### src/rtl/alu_bit_serial_ctrl_if.sv
// alu_bit_serial_ctrl_if: request/response and 1-bit slice signals of the bit-serial ALU sequencer.
interface alu_bit_serial_ctrl_if #(parameter int WIDTH = 8);
  logic             start;
  logic [WIDTH-1:0] op_a;
  logic [WIDTH-1:0] op_b;
  logic [3:0]       alu_op;
  logic             busy;
  logic             done;
  logic             err;
  logic [WIDTH-1:0] result;
  logic             carry_out;
  logic             overflow;
  logic             zero;
  logic             slice_a;
  logic             slice_b;
  logic             slice_cin;
  logic [3:0]       slice_op;
  logic             slice_result;
  logic             slice_cout;
  modport slave (
    input  start, op_a, op_b, alu_op, slice_result, slice_cout,
    output busy, done, err, result, carry_out, overflow, zero, slice_a, slice_b, slice_cin, slice_op
  );
  modport master (
    output start, op_a, op_b, alu_op, slice_result, slice_cout,
    input  busy, done, err, result, carry_out, overflow, zero, slice_a, slice_b, slice_cin, slice_op
  );
endinterface

### src/rtl/alu_bit_serial_ctrl.sv
// alu_bit_serial_ctrl: sequences an external 1-bit ALU slice LSB first over WIDTH clocks.
module alu_bit_serial_ctrl #(
  parameter int WIDTH = 8
) (
  input logic                  clk,
  input logic                  reset,
  alu_bit_serial_ctrl_if.slave bus
);
  localparam int CW = $clog2(WIDTH);
  typedef enum logic [1:0] {IDLE, RUN, DONE} state_t;
  state_t           state_q, state_d;
  logic [CW-1:0]    cnt_q, cnt_d;
  logic [WIDTH-1:0] a_q, a_d, b_q, b_d, result_q, result_d, res_next;
  logic [3:0]       op_q, op_d;
  logic             carry_q, carry_d, co_q, co_d, ov_q, ov_d, zero_q, zero_d, err_q, err_d;
  logic             run, last, add_cls, accept, illegal;
  assign run     = state_q == RUN;
  assign last    = cnt_q == CW'(WIDTH - 1);
  assign add_cls = op_q[1:0] == 2'b10;
  assign accept  = state_q == IDLE && bus.start && bus.alu_op[1:0] != 2'b11;
  assign illegal = state_q == IDLE && bus.start && bus.alu_op[1:0] == 2'b11;
  always_comb begin
    res_next = result_q;
    res_next[cnt_q] = bus.slice_result;
  end
  always_comb begin
    state_d  = accept ? RUN : (run && last) ? DONE : (state_q == DONE) ? IDLE : state_q;
    cnt_d    = accept ? '0 : (run && !last) ? cnt_q + CW'(1) : cnt_q;
    a_d      = accept ? bus.op_a : a_q;
    b_d      = accept ? bus.op_b : b_q;
    op_d     = accept ? bus.alu_op : op_q;
    // Subtraction enters with carry 1 so ~b + 1 forms the two's complement.
    carry_d  = accept ? (bus.alu_op[1:0] == 2'b10 && bus.alu_op[2]) : (run && add_cls) ? bus.slice_cout : carry_q;
    result_d = run ? res_next : result_q;
    co_d     = (run && last) ? add_cls && bus.slice_cout : co_q;
    ov_d     = (run && last) ? add_cls && (carry_q ^ bus.slice_cout) : ov_q;
    zero_d   = (run && last) ? res_next == '0 : zero_q;
    err_d    = illegal;
  end
  always_ff @(posedge clk) begin
    if (reset) begin
      state_q  <= IDLE;
      cnt_q    <= '0;
      a_q      <= '0;
      b_q      <= '0;
      op_q     <= '0;
      carry_q  <= 1'b0;
      result_q <= '0;
      co_q     <= 1'b0;
      ov_q     <= 1'b0;
      zero_q   <= 1'b0;
      err_q    <= 1'b0;
    end else begin
      state_q  <= state_d;
      cnt_q    <= cnt_d;
      a_q      <= a_d;
      b_q      <= b_d;
      op_q     <= op_d;
      carry_q  <= carry_d;
      result_q <= result_d;
      co_q     <= co_d;
      ov_q     <= ov_d;
      zero_q   <= zero_d;
      err_q    <= err_d;
    end
  end
  assign bus.busy      = run;
  assign bus.done      = state_q == DONE;
  assign bus.err       = err_q;
  assign bus.result    = result_q;
  assign bus.carry_out = co_q;
  assign bus.overflow  = ov_q;
  assign bus.zero      = zero_q;
  assign bus.slice_a   = run && a_q[cnt_q];
  assign bus.slice_b   = run && b_q[cnt_q];
  assign bus.slice_cin = run && carry_q;
  assign bus.slice_op  = run ? op_q : 4'b0000;
endmodule

### src/flat_wrapper.sv
// flat-port wrapper written by rule: the top's interface ports become plain ports
module alu_bit_serial_ctrl_flat 
#(
  parameter int WIDTH = 8
)
  (clk, reset, bus_start, bus_op_a, bus_op_b, bus_alu_op, bus_slice_result, bus_slice_cout, bus_busy, bus_done, bus_err, bus_result, bus_carry_out, bus_overflow, bus_zero, bus_slice_a, bus_slice_b, bus_slice_cin, bus_slice_op);
  alu_bit_serial_ctrl_if #(.WIDTH(WIDTH)) bus_i ();
  input logic clk;
  input logic reset;
  input wire logic [$bits(bus_i.start)-1:0] bus_start;
  input wire logic [$bits(bus_i.op_a)-1:0] bus_op_a;
  input wire logic [$bits(bus_i.op_b)-1:0] bus_op_b;
  input wire logic [$bits(bus_i.alu_op)-1:0] bus_alu_op;
  input wire logic [$bits(bus_i.slice_result)-1:0] bus_slice_result;
  input wire logic [$bits(bus_i.slice_cout)-1:0] bus_slice_cout;
  output wire logic [$bits(bus_i.busy)-1:0] bus_busy;
  output wire logic [$bits(bus_i.done)-1:0] bus_done;
  output wire logic [$bits(bus_i.err)-1:0] bus_err;
  output wire logic [$bits(bus_i.result)-1:0] bus_result;
  output wire logic [$bits(bus_i.carry_out)-1:0] bus_carry_out;
  output wire logic [$bits(bus_i.overflow)-1:0] bus_overflow;
  output wire logic [$bits(bus_i.zero)-1:0] bus_zero;
  output wire logic [$bits(bus_i.slice_a)-1:0] bus_slice_a;
  output wire logic [$bits(bus_i.slice_b)-1:0] bus_slice_b;
  output wire logic [$bits(bus_i.slice_cin)-1:0] bus_slice_cin;
  output wire logic [$bits(bus_i.slice_op)-1:0] bus_slice_op;
  assign bus_i.start = bus_start;
  assign bus_i.op_a = bus_op_a;
  assign bus_i.op_b = bus_op_b;
  assign bus_i.alu_op = bus_alu_op;
  assign bus_i.slice_result = bus_slice_result;
  assign bus_i.slice_cout = bus_slice_cout;
  assign bus_busy = bus_i.busy;
  assign bus_done = bus_i.done;
  assign bus_err = bus_i.err;
  assign bus_result = bus_i.result;
  assign bus_carry_out = bus_i.carry_out;
  assign bus_overflow = bus_i.overflow;
  assign bus_zero = bus_i.zero;
  assign bus_slice_a = bus_i.slice_a;
  assign bus_slice_b = bus_i.slice_b;
  assign bus_slice_cin = bus_i.slice_cin;
  assign bus_slice_op = bus_i.slice_op;
  alu_bit_serial_ctrl #(.WIDTH(WIDTH)) u_core (.clk(clk), .reset(reset), .bus(bus_i));
endmodule
### config.mk
export PLATFORM = sky130hd
export DESIGN_NAME = alu_bit_serial_ctrl_flat
export DESIGN_NICKNAME = d
export VERILOG_FILES = /design/src/rtl/alu_bit_serial_ctrl_if.sv /design/src/rtl/alu_bit_serial_ctrl.sv /design/src/flat_wrapper.sv
export SDC_FILE = /design/constraint.sdc
export NUM_CORES = 1
export LEC_CHECK = 0
export ABC_AREA = 1
export ABC_CLOCK_PERIOD_IN_PS = 1800
export BUFFER_PORTS_ARGS = -buffer_cell sky130_fd_sc_hd__buf_2
export CAP_MARGIN = 40
export CORE_UTILIZATION = 30
export CTS_CLUSTER_DIAMETER = 120
export CTS_CLUSTER_SIZE = 10
export DETAILED_ROUTE_END_ITERATION = 8
export GPL_ROUTABILITY_DRIVEN = 0
export SLEW_MARGIN = 40
export SYNTH_ARGS = -nofsm -noshare
export SYNTH_HDL_FRONTEND = slang
export SYNTH_SLANG_ARGS = --single-unit
### constraint.sdc
create_clock -name clk -period 1.8 [get_ports clk]
set_clock_uncertainty 0.15 [all_clocks]
set_input_delay 0.09 -clock clk [delete_from_list [all_inputs] [get_ports clk]]
set_output_delay 0.09 -clock clk [all_outputs]
set_load 0.03 [all_outputs]
# Word level (Yosys, flattened, before mapping)
# Index checks and enable logic that the tools add are counted.
[op_classes]
n_mux = 13
order_cmp = 2
n_eq_ne = 7
bitwise = 1
add_sub_neg = 1
reduce_logical = 20
[op_table]
columns = ["op", "count"]
rows = [
  ["1-bit logical AND", 13],
  ["8-bit bitwise mux", 1],
  ["2-bit equality test, second input constant", 4],
  ["8-bit zero test", 1],
  ["1-bit binary-select mux with 3-bit select", 2],
  ["1-bit two-way mux", 6],
  ["3-bit by 4-bit < comparator with 1-bit output, second input constant", 1],
  ["2-bit two-way mux", 2],
  ["4-bit two-way mux", 1],
  ["2-bit nonzero test", 2],
  ["3-bit by 1-bit adder with 3-bit output, second input constant", 1],
  ["1-bit demux with 3-bit select", 1],
  ["3-bit equality test, second input constant", 1],
  ["3-bit by 1-bit greater-or-equal comparator with 1-bit output, second input constant", 1],
  ["3-bit nonzero test", 1],
  ["2-bit by 1-bit equality test with 1-bit output, second input constant", 1],
  ["2-bit zero test", 1],
  ["2-bit != test, second input constant", 1],
  ["2-bit OR reduction", 1],
  ["1-bit zero test", 1],
  ["1-bit XOR", 1],
]
[word_totals]
word_cells = 56
output_inout_bits = 21
ff_bits = 38
input_bits = 25

# Depth between registers and ports, before layout
# Gate-level depths: netlist of run 1.
[logic_depth]
ltp_word = 6
depth_mapped = 9

# Worst setup path after synthesis of run 1
# No wires, ideal clock.
[synth_path]
path_kind = "register to output"
start = "reg u_core.state_q[0]"
end = "out bus_slice_a"
arrival_time_ps = 1249
stages_incl_launch_ff = 6
path_buffers = 2
path_slack_ps = 311
path_cell_list = "dfxtp_1 > inv_2 > nor2_1 > buf_4 > buf_2 > o21a_1"
[synth_via]
elab_chain_len = 2
[synth_lines]
columns = ["element", "line", "text"]
rows = [
  ["from (decl)", "alu_bit_serial_ctrl.sv:11", "state_t state_q, state_d;"],
  ["from (signal assigned)", "alu_bit_serial_ctrl.sv:54", "state_q <= state_d;"],
  ["2-bit by 1-bit equality test with 1-bit output", "alu_bit_serial_ctrl.sv:17", "assign run = state_q == RUN;"],
  ["via bus_busy", "flat_wrapper.sv:16", "output wire logic [$bits(bus_i.busy)-1:0] bus_busy;"],
  ["1-bit logical AND", "alu_bit_serial_ctrl.sv:74", "assign bus.slice_a = run && a_q[cnt_q];"],
  ["to (decl)", "flat_wrapper.sv:23", "output wire logic [$bits(bus_i.slice_a)-1:0] bus_slice_a;"],
]
# The timed path passes the listed nets, and every way through them passes these cells.

==> run summary, run 1 <==
Post-Synth Adder-Cell Area = 1.37%
Final Hold Vio Count = 0
WP data required = 1.83 ns
Largest net degree at the start of global routing = 23
Nets = 367
Sequential share of power = 45.5%
Worst hold slack = 0.114 ns
Sequential area share after synthesis = 41.6%
Worst Path Arrival = 1.78 ns
DRC = 0
Estimated wirelength of the detail-placed design = 3.28 mm
Antenna violations before repair = 0
Post-synth top flop = dfxtp_1
Register bit count reported by yosys = 38
Total power = 2.08 mW
WL per Instance = 11.1 µm
I/O pin total = 46
Die width = 80.0 µm
Clk pwr share = 34.8%
RSZ-0062 raised after global routing = true
First-pass GRT wire length = 7.78 mm
CP Launch Type = input pin
Syn. warnings = 0
Worst skew pair latency = 0.29 ns
Total power per unit cell area = 816 mW/mm²
Core Util, Final = 43.3%
Clk sinks = 38
Slowest CP cell = dlygate4sd3_1
# port buffers = 45
N_diodes = 0
Largest family of logic cells by synthesized area = simple AND/OR/NAND/NOR gates
Die area = 0.00641 mm²
Routed WL = 4.62 mm
Routed Antenna Nets = 0
Die height = 80.0 µm
Switching pwr = 0.601 mW
GR Util All Layers = 15.3%
Core ar. = 0.00589 mm²
Placed Area = 0.00212 mm²
Worst IR Drop VDD = 0.000477 V
Worst path max stage delay = 0.56 ns
Vias = 1916
Critical path cell sequence = dlygate4sd3_1 > buf_2 > clkinv_1 > nand3_1 > dlygate4sd3_1 > nor2_1
H-tree lvl count = 2
Most frequent cells in the layout = nand2_1, nor2_1, buf_2
Max Slew Vio Count = 0
Cell variety after synth = 25
Synth-to-Final Area Change = 39.4%
Worst hold path type = input pin to register
XOR/XNOR share of the synthesized area = 0.479%
Gr ovfl total = 0
Status = finished, final reports clean
Total clock buffers created by CTS = 5
Actual slew at the worst max-slew pin = 0.369 ns
Final instance area = 0.00255 mm²
1st-pass router iterations = 4
Vias in the first global route = 1793
Period minus WS final = 1.74 ns
Mean Syn Cell Area = 6.89 µm²
Area of the multi-input gates = 857 µm²
Most common cell after layout, fill and taps aside = nand2_1
Initial drt markers = 120
CP Max Fanout = 10
CTS Buffer Depth = 2
Cell mode on critical path = dlygate4sd3_1
F_max = 574 MHz
Leakage = 1.25 nW
Compound-Gate Fraction of Synth Area = 14.5%
Period utilisation layout = 96.8%
Syn Nets = 292
Relative slew slack = 75.4%
Mapped Cells = 265
Asr flop ratio synth = 0%
Comb pwr share = 19.6%
Cell Area, Synth = 0.00183 mm²
Root buf cell = clkbuf_8
Register area = 769 µm²
Initial core utilization = 31.0%
Post-Synth Simple-Gate Area = 29.3%
CP endpoint kind = register
Final Setup Violations = 0
Filler instances = 627
Reg clk slew, reported paths = 0.07 ns
Layout cells sized above 1 = 23.8%
Max-Cap Viols = 0
Row count = 28
Vias per inst = 4.61
Sw frac = 28.9%
Multiplexer share of the synthesized area = 0%
Internal power = 1.48 mW
Critical path class = input pin to register
CTS tree = built
Post-synth EDFFs = 0
worst paths after layout:
check,cells past startpoint,end,slack (ns),startpoint
worst max-delay path,6,u_core.bus.err,0.06,reset
worst min-delay path,5,u_core.bus.result[6],0.11,bus_slice_result
worst max register to register,6,u_core.cnt_q[0],0.25,u_core.cnt_q[0]
worst min register to register,2,u_core.bus.carry_out,0.31,u_core.bus.carry_out
cells by family after synthesis:
logic type / count (synthesis)
buf+inv: 51
flops: 38
simple gates: 129
compound gates: 44
fa+ha+maj: 2
xor+xnor: 1
timing repair:
item                                   CTS  global route
hold buffers                            24             0
endpoints found under the hold margin   25             0
setup endpoints to repair                2             4
setup buffers                            0             2
gates resized for setup                  4            13
cloned                                   0             1
cells in the mapped netlist (all sizes together), types with 2 or more instances:
cell / n / area (µm²)
inv: 39 / 149
dfxtp: 38 / 761
nand2: 57 / 214
ha: 2 / 25.0
a21oi: 12 / 71.3
o211ai: 7 / 52.6
nor2: 46 / 175
buf: 10 / 75.1
nand4: 9 / 56.3
nand3: 17 / 90.1
o21a: 2 / 15.0
o21ai: 20 / 100
layer usage:
layer / vias to the layer above / share of wire, % / GRT usage (%)
met1: 868 / 47 / 19.2
met2: 45 / 47 / 25.6
met5: - / 0 / 0
met3: 7 / 4.5 / 3.54
met4: 0 / 1.4 / 5.00
li1: 996 / - / -
cell type report:
| class | count | share of cell area (%) |
|---|---|---|
| flip-flops and latches | 38 | 30.2 |
| multi-input cells | 176 | 33.7 |
| well taps | 75 | 3.69 |
| clock buffers | 5 | 2.70 |
| repair buffers | 79 | 22.0 |
| inverters | 40 | 6.00 |
| clock inverters | 3 | 1.77 |
worst max-delay path, delay by kind of cell:
kind	cells	cell delay (ns)
and+or+nand+nor	2	0.20
buffers and inverters	4	1.48
power by group through the flow:
stage	combinational, mW	sequential (mW)	clock (mW)
finish	0.408	0.946	0.724
global placement	0.360	0.966	0
CTS	0.404	0.948	0.754
global route	0.464	0.955	0.787
floorplan	0.228	0.992	0
detailed placement	0.363	0.967	0
registers in the layout (all words and copies together) (netlist names):
signal,count
u_core.a_q,8
u_core.b_q,8
u_core.bus.result,8
u_core.op_q,4
u_core.cnt_q,3
u_core.state_q,2
u_core.bus.carry_out,1
u_core.bus.err,1
u_core.bus.overflow,1
u_core.bus.zero,1
u_core.carry_q,1
stage by stage:
stage | TNS (ns) | std cells | setup slack (ns)
6_report | 0 | 416 | 0.0571
3_5_place_dp | 0 | 381 | 0.207
3_3_place_gp | 0 | 381 | 0.212
4_1_cts | 0 | 413 | 0.00707
2_1_floorplan | 0 | 265 | 0.311
5_1_grt | -0.0202 | 416 | -0.0141
(Power assumes the default switching activity.)
==> inputs of run 2 (changes only) <==
--- a/config.mk
+++ b/config.mk
@@ -9,11 +9,12 @@
 export ABC_CLOCK_PERIOD_IN_PS = 1800
 export BUFFER_PORTS_ARGS = -buffer_cell sky130_fd_sc_hd__buf_2
 export CAP_MARGIN = 40
-export CORE_UTILIZATION = 30
+export CORE_UTILIZATION = 45
 export CTS_CLUSTER_DIAMETER = 120
 export CTS_CLUSTER_SIZE = 10
 export DETAILED_ROUTE_END_ITERATION = 8
 export GPL_ROUTABILITY_DRIVEN = 0
+export PLACE_DENSITY = 0.69
 export SLEW_MARGIN = 40
 export SYNTH_ARGS = -nofsm -noshare
 export SYNTH_HDL_FRONTEND = slang
==> run summary, run 2 (synthesized netlist as in run 1, its figures left out) <==
Status = finished, final reports clean
Routed WL = 4.56 mm
Actual slew at the worst max-slew pin = 0.404 ns
Clk sinks = 38
Die height = 65.7 µm
DRC = 0
Vias in the first global route = 1765
Estimated wirelength of the detail-placed design = 3.04 mm
Worst skew pair latency = 0.29 ns
Critical path class = register to output port
Period utilisation layout = 95.5%
N_diodes = 0
Period minus WS final = 1.72 ns
Gr ovfl total = 0
R2r worst-path depth = 7
CTS tree = built
Relative slew slack = 72.9%
CTS Buffer Depth = 2
Worst Hold End = u_core.bus.result[6]
Vias per inst = 4.89
RR Startpoint = u_core.cnt_q[1]
First-pass GRT wire length = 7.72 mm
Max-Cap Viols = 0
Reg clk slew, reported paths = 0.07 ns
GR Util All Layers = 23.4%
Root buf cell = clkbuf_8
Nets = 368
Worst hold slack = 0.0981 ns
Worst hold path type = input pin to register
CP Launch Type = register
Worst Path Arrival = 1.48 ns
Total negative slack = 0 ns
Delay-heaviest family, CP = buffers and inverters
Die width = 65.7 µm
WL per Instance = 11.7 µm
Total power per unit cell area = 829 mW/mm²
Hold Path Stages = 5
Layout cells sized above 1 = 24.0%
1st-pass router iterations = 4
Slowest CP cell = dfxtp_4
Cell mode on critical path = buf_4
Initial drt markers = 91
WP data required = 1.56 ns
Synth-to-Final Area Change = 37.3%
Core ar. = 0.00377 mm²
CP endpoint kind = output port
Worst path max stage delay = 0.37 ns
Initial core utilization = 48.4%
Critical path cell sequence = buf_4 > nand3_2 > inv_1 > nand2_1 > nand4_1 > o21a_1 > buf_4
Setup slack, reg-to-reg = 0.15 ns
F_max = 582 MHz
Antenna violations before repair = 0
Most frequent cells in the layout = nand2_1, nor2_1, buf_2
Most common cell after layout, fill and taps aside = nand2_1
RSZ-0062 raised after global routing = false
# port buffers = 45
Routed Antenna Nets = 0
Max Slew Vio Count = 0
Total power = 2.08 mW
Largest net degree at the start of global routing = 23
Die area = 0.00432 mm²
Hold path startpoint = bus_slice_result
Worst IR Drop VDD = 0.000625 V
CP Buf/Inv Count = 3
Row count = 22
H-tree lvl count = 2
Final Setup Violations = 0
CP Max Fanout = 6
Final Hold Vio Count = 0
Total clock buffers created by CTS = 5
Leakage = 1.26 nW
Vias = 1906
Reg2reg end = u_core.cnt_q[2]
I/O pin total = 46
[run 2: cell types whose count changed in the layout (fill, tap and decap cells not counted), sizes merged]
cell,delta
buf,+1
clkinv,+2
clkinvlp,-2
[run 2: area by class of cell]
type,instances,area [µm²]
clock buffer,5,68.8
clock inverter,3,40.0
fill,333,1260
inverter,40,153
multi-input combinational,176,862
sequential,38,769
tap,48,60.1
timing repair buffer,80,554
[run 2: metal layers]
layer | part of all wire, % | up-vias | track usage (%) | routed length [µm]
met5 | 0 | - | 0 | 0
met1 | 49 | 854 | 31.6 | 2210
li1 | - | 999 | - | -
met2 | 46 | 45 | 37.1 | 2100
met4 | 1.6 | 0 | 7.61 | 72
met3 | 3.7 | 8 | 4.34 | 171
[run 2: worst register-to-register path: stages (launching register included)]
cell,delay (ns)
dfxtp_4,0.37
buf_4,0.14
ha_1,0.17
ha_1,0.25
nor2_1,0.23
inv_1,0.11
nand2_1,0.07
a21oi_1,0.06
[run 2: where the power goes]
part	switching [mW]	total, mW	internal [mW]
combinational	0.255	0.424	0.169
clock	0.306	0.714	0.408
sequential	0.0374	0.941	0.903
total	0.598	2.08	1.48
[run 2: worst max-delay path by stage]
stage,startpoint,to,slack [ns],depth (start not counted)
after floorplan,u_core.state_q[0],bus_slice_a,0.31,5
after global placement,u_core.cnt_q[2],u_core.bus.zero,0.22,6
after detailed placement,u_core.cnt_q[2],bus_slice_a,0.21,7
after CTS,u_core.cnt_q[0],bus_slice_b,0.009,8
after global routing,u_core.cnt_q[1],bus_slice_b,0.007,7
final,u_core.cnt_q[1],bus_slice_a,0.08,7
[run 2: repair_timing]
item | CTS | global route
hold buffers | 24 | 0
setup endpoints to repair | 2 | 8
resized for setup | 4 | 13
endpoints found under the hold margin | 24 | 0
setup buffers | 1 | 2
pin swaps | 0 | 1
gates cloned | 0 | 1
[run 2: metrics by stage]
step / utilization, % / cell area [µm²] / setup slack [ns] / cells
after detailed placement: 55.3 / 2090 / 0.207 / 354
after floorplan: - / 1830 / 0.311 / 265
after CTS: 65.1 / 2450 / 0.00907 / 387
after global routing: 66.5 / 2510 / 0.00731 / 390
after global placement: 55.3 / 2090 / 0.220 / 354
final: 66.5 / 2510 / 0.0805 / 390
==> inputs of run 3 (changes only) <==
--- a/config.mk
+++ b/config.mk
@@ -15,6 +15,7 @@
 export DETAILED_ROUTE_END_ITERATION = 8
 export GPL_ROUTABILITY_DRIVEN = 0
 export PLACE_DENSITY = 0.69
+export REMOVE_ABC_BUFFERS = 1
 export SLEW_MARGIN = 40
 export SYNTH_ARGS = -nofsm -noshare
 export SYNTH_HDL_FRONTEND = slang
==> run summary, run 3 (synthesized netlist as in run 1, its figures left out) <==
DRC = 0
Actual slew at the worst max-slew pin = 0.351 ns
Status = finished, final reports clean
Final Hold Vio Count = 0
Vias = 1847
CP endpoint kind = output port
Period utilisation layout = 96.2%
Initial core utilization = 48.4%
Worst hold path type = input pin to register
I/O pin total = 46
DP Cell Count = 353
Max Slew Vio Count = 0
First-pass GRT wire length = 7.52 mm
Relative slew slack = 76.6%
N_diodes = 0
Estimated wirelength of the detail-placed design = 2.97 mm
Slowest CP cell = dfxtp_4
GR Util All Layers = 22.7%
Critical path class = register to output port
Period minus WS final = 1.73 ns
Antenna violations before repair = 0
Max-Cap Viols = 0
Initial drt markers = 40
WP data required = 1.56 ns
Final Setup Violations = 0
1st-pass router iterations = 4
H-tree lvl count = 2
Vias in the first global route = 1774
Total clock buffers created by CTS = 5
Nets = 364
Hold Path Stages = 5
Critical path cell sequence = buf_6 > inv_4 > nand3_1 > inv_1 > nand2_1 > nand4_1 > o21a_1 > buf_4
Clk sinks = 38
Root buf cell = clkbuf_8
Final cell count without fillers = 386
CTS tree = built
Gr ovfl total = 0
CP Max Fanout = 8
Final worst slack = 0.0684 ns
RSZ-0062 raised after global routing = true
WL per Instance = 11.4 µm
Die height = 65.7 µm
Most common cell after layout, fill and taps aside = nand2_1
Leakage = 1.23 nW
Most frequent cells in the layout = nand2_1, nor2_1, buf_2
Total power per unit cell area = 796 mW/mm²
# port buffers = 45
CP Launch Type = register
Worst skew pair latency = 0.29 ns
CTS Buffer Depth = 2
Place WS = 0.220 ns
Layout cells sized above 1 = 22.5%
F_max = 578 MHz
Row count = 22
Reg clk slew, reported paths = 0.08 ns
Synth-to-Final Area Change = 34.9%
Routed WL = 4.41 mm
Routed Antenna Nets = 0
Die area = 0.00432 mm²
R2r worst-path depth = 6
Core ar. = 0.00377 mm²
Worst path max stage delay = 0.37 ns
Worst Path Arrival = 1.49 ns
Die width = 65.7 µm
Worst IR Drop VDD = 0.000539 V
Largest net degree at the start of global routing = 23
Vias per inst = 4.78
==> run 3: routing by layer <==
| metal | wire [µm] | global-route usage [%] | vias up |
|---|---|---|---|
| met5 | 0 | 0 | - |
| met2 | 2200 | 39.8 | 43 |
| met1 | 2060 | 27.3 | 812 |
| met4 | 0 | 4.89 | 0 |
| li1 | - | - | 992 |
| met3 | 150 | 6.25 | 0 |
==> run 3: path summary, 6_finish.rpt <==
| path | start | endpoint | slack (ns) |
|---|---|---|---|
| setup / recovery | u_core.cnt_q[0] | bus_slice_a | 0.07 |
| hold / removal | bus_slice_result | u_core.bus.result[6] | 0.11 |
| setup reg to reg | u_core.cnt_q[1] | u_core.cnt_q[0] | 0.27 |
| hold reg to reg | u_core.op_q[3] | u_core.op_q[3] | 0.30 |
==> run 3: cell type report <==
cell class                      instances  area (µm²)
Multi-Input combinational cell        176         855
Clock inverter                          2        12.5
Tap cell                               48        60.1
Sequential cell                        38         772
Fill cell                             338        1310
Clock buffer                            6        82.6
Timing Repair Buffer                   76         527
Inverter                               40         156
==> run 3: where the power goes <==
part	leakage (nW)	switching [mW]	internal [mW]
logic	0.864	0.248	0.161
registers	0.314	0.0419	0.903
clock network	0.0472	0.300	0.308
total	1.23	0.590	1.37
==> run 3: through the flow <==
step | area (µm²) | power (mW) | setup TNS [ns] | util (%) | hold slack, ns
final | 2460 | 1.96 | 0 | 65.4 | 0.112
after CTS | 2420 | 1.97 | 0 | 64.1 | 0.0953
after global placement | 2080 | 1.32 | 0 | 55.1 | 0.162
after detailed placement | 2080 | 1.32 | 0 | 55.1 | 0.164
after floorplan | 1750 | 1.20 | -8.50 | - | 0.00907
after global routing | 2460 | 2.08 | -0.106 | 65.4 | 0.111
==> run 3: what timing repair did <==
item / 4_1_cts / 5_1_grt
resized for setup: 3 / 13
buffers inserted: 0 / 1
endpoints found under the hold margin: 26 / 0
hold buffers: 24 / 0
setup endpoints to repair: 2 / 3
==> run 3: critical path: cells and delay by family (launching register included) <==
kind	cells	cell delay, ns
buf+inv	4	0.42
flops	1	0.37
simple gates	3	0.23
compound gates	1	0.18
